===== config.mk =====
export PLATFORM = sky130hd
export DESIGN_NAME = dual_rail_collector
export DESIGN_NICKNAME = d
export VERILOG_FILES = /design/src/rtl/dual_rail_collector.sv
export SDC_FILE = /design/constraint.sdc
export NUM_CORES = 1
export LEC_CHECK = 0
export ABC_AREA = 1
export BUFFER_PORTS_ARGS = -buffer_cell sky130_fd_sc_hd__buf_2
export CELL_PAD_IN_SITES_DETAIL_PLACEMENT = 1
export CELL_PAD_IN_SITES_GLOBAL_PLACEMENT = 1
export CORE_ASPECT_RATIO = 1.5
export CORE_MARGIN = 8
export CORE_UTILIZATION = 40
export DETAILED_ROUTE_END_ITERATION = 8
export PLACE_DENSITY_LB_ADDON = 0.1
export SETUP_SLACK_MARGIN = 0.4
export SLEW_MARGIN = 20
export SYNTH_ARGS = -nofsm -noshare
export SYNTH_HDL_FRONTEND = slang
export SYNTH_SLANG_ARGS = --single-unit

===== constraint.sdc =====
create_clock -name clk -period 1.9 [get_ports clk]
set_input_delay 0.19 -clock clk [delete_from_list [all_inputs] [get_ports clk]]
set_output_delay 0.19 -clock clk [all_outputs]
set_load 0.005 [all_outputs]

===== src/rtl/dual_rail_collector.sv =====
// Collects an 8-pair dual-rail word, decodes it to b_out/a_out and runs the
// four-phase ack handshake with the sender, the valid/ready hand-off to the consumer, and timeout/illegal-code recovery.
module dual_rail_collector #(
  parameter int TIMEOUT = 255
) (
  input  logic       clk,
  input  logic       rst,
  input  logic [7:0] d_0,
  input  logic [7:0] d_1,
  input  logic       ready,
  output logic       ack,
  output logic [3:0] b_out,
  output logic [3:0] a_out,
  output logic       valid,
  output logic       err_illegal,
  output logic       err_timeout,
  output logic [7:0] word_cnt
);

  localparam int CW = (TIMEOUT < 2) ? 1 : $clog2(TIMEOUT + 1);
  localparam logic [CW-1:0] TMO_LAST = CW'(TIMEOUT - 1);

  typedef enum logic [1:0] {S_SPACER, S_DATA, S_OUT, S_RTZ} state_t;

  state_t        state_reg, state_next;
  logic [7:0]    r0_reg, r1_reg;
  logic [CW-1:0] tmo_cnt_reg, tmo_cnt_next;
  logic [3:0]    b_out_reg, a_out_reg;
  logic [7:0]    word_cnt_reg;
  logic          err_ill_reg, err_ill_next;
  logic          err_tmo_reg, err_tmo_next;
  logic          capture, accept;

  logic [7:0] pair_null, pair_data, pair_ill;
  logic       spacer, complete, illegal, partial;

  genvar gi;
  generate
    for (gi = 0; gi < 8; gi++) begin : g_pair
      assign pair_null[gi] = ~r0_reg[gi] & ~r1_reg[gi];
      assign pair_data[gi] = r0_reg[gi] ^ r1_reg[gi];
      assign pair_ill[gi]  = r0_reg[gi] & r1_reg[gi];
    end
  endgenerate

  assign spacer   = &pair_null;
  assign complete = &pair_data;
  assign illegal  = |pair_ill;
  assign partial  = ~spacer & ~complete & ~illegal;

  always_comb begin
    state_next   = state_reg;
    tmo_cnt_next = '0;
    capture      = 1'b0;
    accept       = 1'b0;
    err_ill_next = 1'b0;
    err_tmo_next = 1'b0;
    case (state_reg)
      S_SPACER: if (spacer) state_next = S_DATA;
      S_DATA: begin
        if (illegal) begin
          err_ill_next = 1'b1;
          state_next   = S_SPACER;
        end else if (complete) begin
          capture    = 1'b1;
          state_next = S_OUT;
        end else if (partial) begin
          // Illegal is tested first, so a simultaneous timeout is suppressed.
          if (tmo_cnt_reg == TMO_LAST) begin
            err_tmo_next = 1'b1;
            state_next   = S_SPACER;
          end else begin
            tmo_cnt_next = tmo_cnt_reg + CW'(1);
          end
        end
      end
      // Rails are deliberately ignored here: ack stays high until the consumer takes the word.
      S_OUT: if (ready) begin
        accept     = 1'b1;
        state_next = S_RTZ;
      end
      S_RTZ: begin
        if (illegal) begin
          err_ill_next = 1'b1;
          state_next   = S_SPACER;
        end else if (spacer) begin
          state_next = S_DATA;
        end
      end
      default: state_next = S_SPACER;
    endcase
  end

  always_ff @(posedge clk or posedge rst) begin
    if (rst) begin
      state_reg    <= S_SPACER;
      r0_reg       <= '0;
      r1_reg       <= '0;
      tmo_cnt_reg  <= '0;
      b_out_reg    <= '0;
      a_out_reg    <= '0;
      word_cnt_reg <= '0;
      err_ill_reg  <= 1'b0;
      err_tmo_reg  <= 1'b0;
    end else begin
      state_reg   <= state_next;
      r0_reg      <= d_0;
      r1_reg      <= d_1;
      tmo_cnt_reg <= tmo_cnt_next;
      err_ill_reg <= err_ill_next;
      err_tmo_reg <= err_tmo_next;
      if (capture) begin
        b_out_reg <= r1_reg[7:4];
        a_out_reg <= r1_reg[3:0];
      end
      if (accept) word_cnt_reg <= word_cnt_reg + 8'd1;
    end
  end

  assign ack         = (state_reg == S_OUT) || (state_reg == S_RTZ);
  assign valid       = (state_reg == S_OUT);
  assign b_out       = b_out_reg;
  assign a_out       = a_out_reg;
  assign err_illegal = err_ill_reg;
  assign err_timeout = err_tmo_reg;
  assign word_cnt    = word_cnt_reg;

endmodule


==> reports/metrics.cfg <==
[cells_and_area]
layout-drive-gt1-share=0.428
diodes=0
final_cells=353
layout_common_cells=dfrtp_1, buf_2, nand2_1
syn_to_final_growth_pct=34.7
nets=322
final_common_cell=dfrtp_1

[timing]
period_needed_ps=1560
max_freq_ghz=0.641
fin_worst_skew_ps=6.74
hold_violations=0
tightest_slew_ps=793
rsz0062_at_grt=true
slew_viol_final=0
finalSetupViolCount=0
slew_headroom=0.468
tns_ps=0
min_period_over_period=0.821

[setup_path]
path_cells=ha_1 -> nor2_1 -> nand2_2 -> nor2_8 -> nand2_4 -> nor2_4 -> nand2_4 -> nor2_2
cp_num_cells=8
cp-end-kind=flip-flop
cp_common_cell=nand2_4
cp-start-kind=flip-flop
critPathMaxStageDelay_ps=410
crit_family=simple AND/OR/NAND/NOR gates
critPathBufInv=0
r2r_cells=8
path_class=reg -> reg
critPathRequiredTime_ps=2140
crit_arrival_ps=1800
slowest_stage=dfrtp_1
critPathMaxFanout=7

[floorplan]
num_io_pins=39
start_util=0.416
die_h_microns=106
dieArea_sq_um=8020
core_sq_um=5160
die_w_microns=75.8
row_count=32

[power]
p_comb_frac=0.095
ir_worst_vdd_mv=0.307
pwr-share-seq=0.522
clock_power_share=0.383
internal_power_w=0.00143
cellPowerDensity_nw_per_um2=642
cellLeakagePower_nw=1.44
p_sw_frac=0.230
p_switching_w=0.000428

[drt]
top_layer_used=met4
met1_length_microns=2030
drc=0
drt_iter0_drc=19
wl_per_cell_microns=15.6
wl_microns=5510
drt-pass1-iter-count=3
drtAntennaViolNets=0
vias_per_cell=4.65
vias=1641
routed-wl-met2_microns=3130
dr_wl_met3_microns=228

[clocking]
worstSkewPairLatency_ps=300
cts_sinks=44
cts_buffer_depth=2
cts_tree=built
root_buffer=clkbuf_8
cts_buffers=5
htreeDepth=2
clk_pin_slew_ps=80

[synth]
seq_area_frac_synth=0.513
syn_nets=255
yosysTopAreaCell=dfrtp_1
synth_area_leaders=dfrtp_1, ha_1, nand2_1
syn_inst=217
synthDistinctLibCells=24
syn_avg_cell_area_sq_um=9.90
ys_warn_count=0
synth_top_cell_area_share=0.513
syn_area_sq_um=2150
postSynthRegisterBits=44

[placed_design]
dp.cells=323
port_buffers=38
gp_congestion=0.701
dp_hpwl_microns=3650

[grt]
grt_pass1_wl_microns=8950
antenna_found_initial=0
grt-ovfl-total=0
grt_max_degree=21
grt_pass1_vias=1902
grtUsageTotal=0.148

[hold_path]
min_path_type=in -> reg
whs_path_depth=1

[flow_run]
drv_cap=0

[outcome]
status=finished clean

-- power by group through the flow --
stage / Sequential, W / Clock [W] / Combinational (W)
2_1_floorplan: 0.000983 / 0 / 0.0000616
3_3_place_gp: 0.000986 / 0 / 0.000110
3_5_place_dp: 0.000986 / 0 / 0.000113
4_1_cts: 0.000969 / 0.000736 / 0.000166
5_1_grt: 0.000973 / 0.000761 / 0.000196
6_report: 0.000970 / 0.000711 / 0.000177
-- timing repair --
| item | CTS | global route |
|---|---|---|
| resized for setup | 23 | 16 |
| setup buffers | 6 | 0 |
| gates cloned | 1 | 0 |
| pin swaps | 15 | 13 |
| endpoints found under the hold margin | 31 | 1 |
| endpoints found under the setup margin | 15 | 19 |
| hold buffers | 14 | 1 |
-- per-layer routing --
layer | up-vias | track usage
met1 | 796 | 0.147
li1 | 803 | -
met2 | 31 | 0.275
met4 | 0 | 0.0580
met3 | 11 | 0.0361
met5 | - | 0
-- final timing paths --
| kind | start | end | slack (ps) |
|---|---|---|---|
| min in group asynchronous | rst | r0_reg[6] | 490 |
| worst max-delay path | r1_reg[5] | tmo_cnt_reg[5] | 340 |
| worst max register to register | r1_reg[5] | tmo_cnt_reg[5] | 340 |
| worst min register to register | tmo_cnt_reg[0] | tmo_cnt_reg[0] | 480 |
| max in group asynchronous | rst | word_cnt[0] | 890 |
| worst min-delay path | d_0[0] | r0_reg[0] | 4 |
-- cells by family (layout without fill, tap and decap cells) --
family | Yosys count | count (layout) | share of synthesized area
compound gates | 11 | 11 | 0.0396
flops | 44 | 44 | 0.513
xor+xnor | 9 | 9 | 0.0367
simple gates | 100 | 101 | 0.238
fa+ha+maj | 19 | 19 | 0.111
buf+inv | 34 | 101 | 0.0629
-- final cells by class --
| class | count | area, sq um |
|---|---|---|
| clock buffers | 6 | 72.6 |
| clock inverters | 2 | 35.0 |
| fillers | 592 | 2270 |
| inverters | 32 | 125 |
| multi-input cells | 140 | 1060 |
| flip-flops and latches | 44 | 1100 |
| well taps | 68 | 85.1 |
| repair buffers | 61 | 413 |
-- stage by stage --
step | total power, W | setup slack, ps | instance area (sq um) | hold slack (ps) | util
after floorplan | 0.00104 | 471 | 2150 | 221 | -
after global routing | 0.00193 | 263 | 2890 | 1.94 | 0.560
after CTS | 0.00187 | 342 | 2840 | 2.57 | 0.549
after detailed placement | 0.00110 | 249 | 2440 | 269 | 0.472
final | 0.00186 | 341 | 2890 | 4.00 | 0.560
after global placement | 0.00110 | 299 | 2440 | 262 | 0.472
-- synthesized netlist by cell type --
cell type   n
nand2_2     6
o21ai_1     1
nor2_2     10
clkbuf_1    1
inv_1      28
nand3_4     1
nand2_1    45
ha_1       19
nor2_8      1
nand3b_1    1
xor2_1      6
nand4_1     3
dfrtp_1    44
nor2_1     15
nand3_1    11
a21oi_1     1
nor2_4      4
o21ai_2     8
nor3_1      2
nand2_4     1
xnor2_1     3
inv_2       4
o21ai_0     1
buf_6       1
-- worst register-to-register path, delay by kind of cell, from the launching register on --
family	cells	cell delay, ps
AND/OR/NAND/NOR	7	890
flip-flops	1	410
adder cells (fa/ha/maj)	1	200
Note: power is estimated with default switching activity, not from simulation.
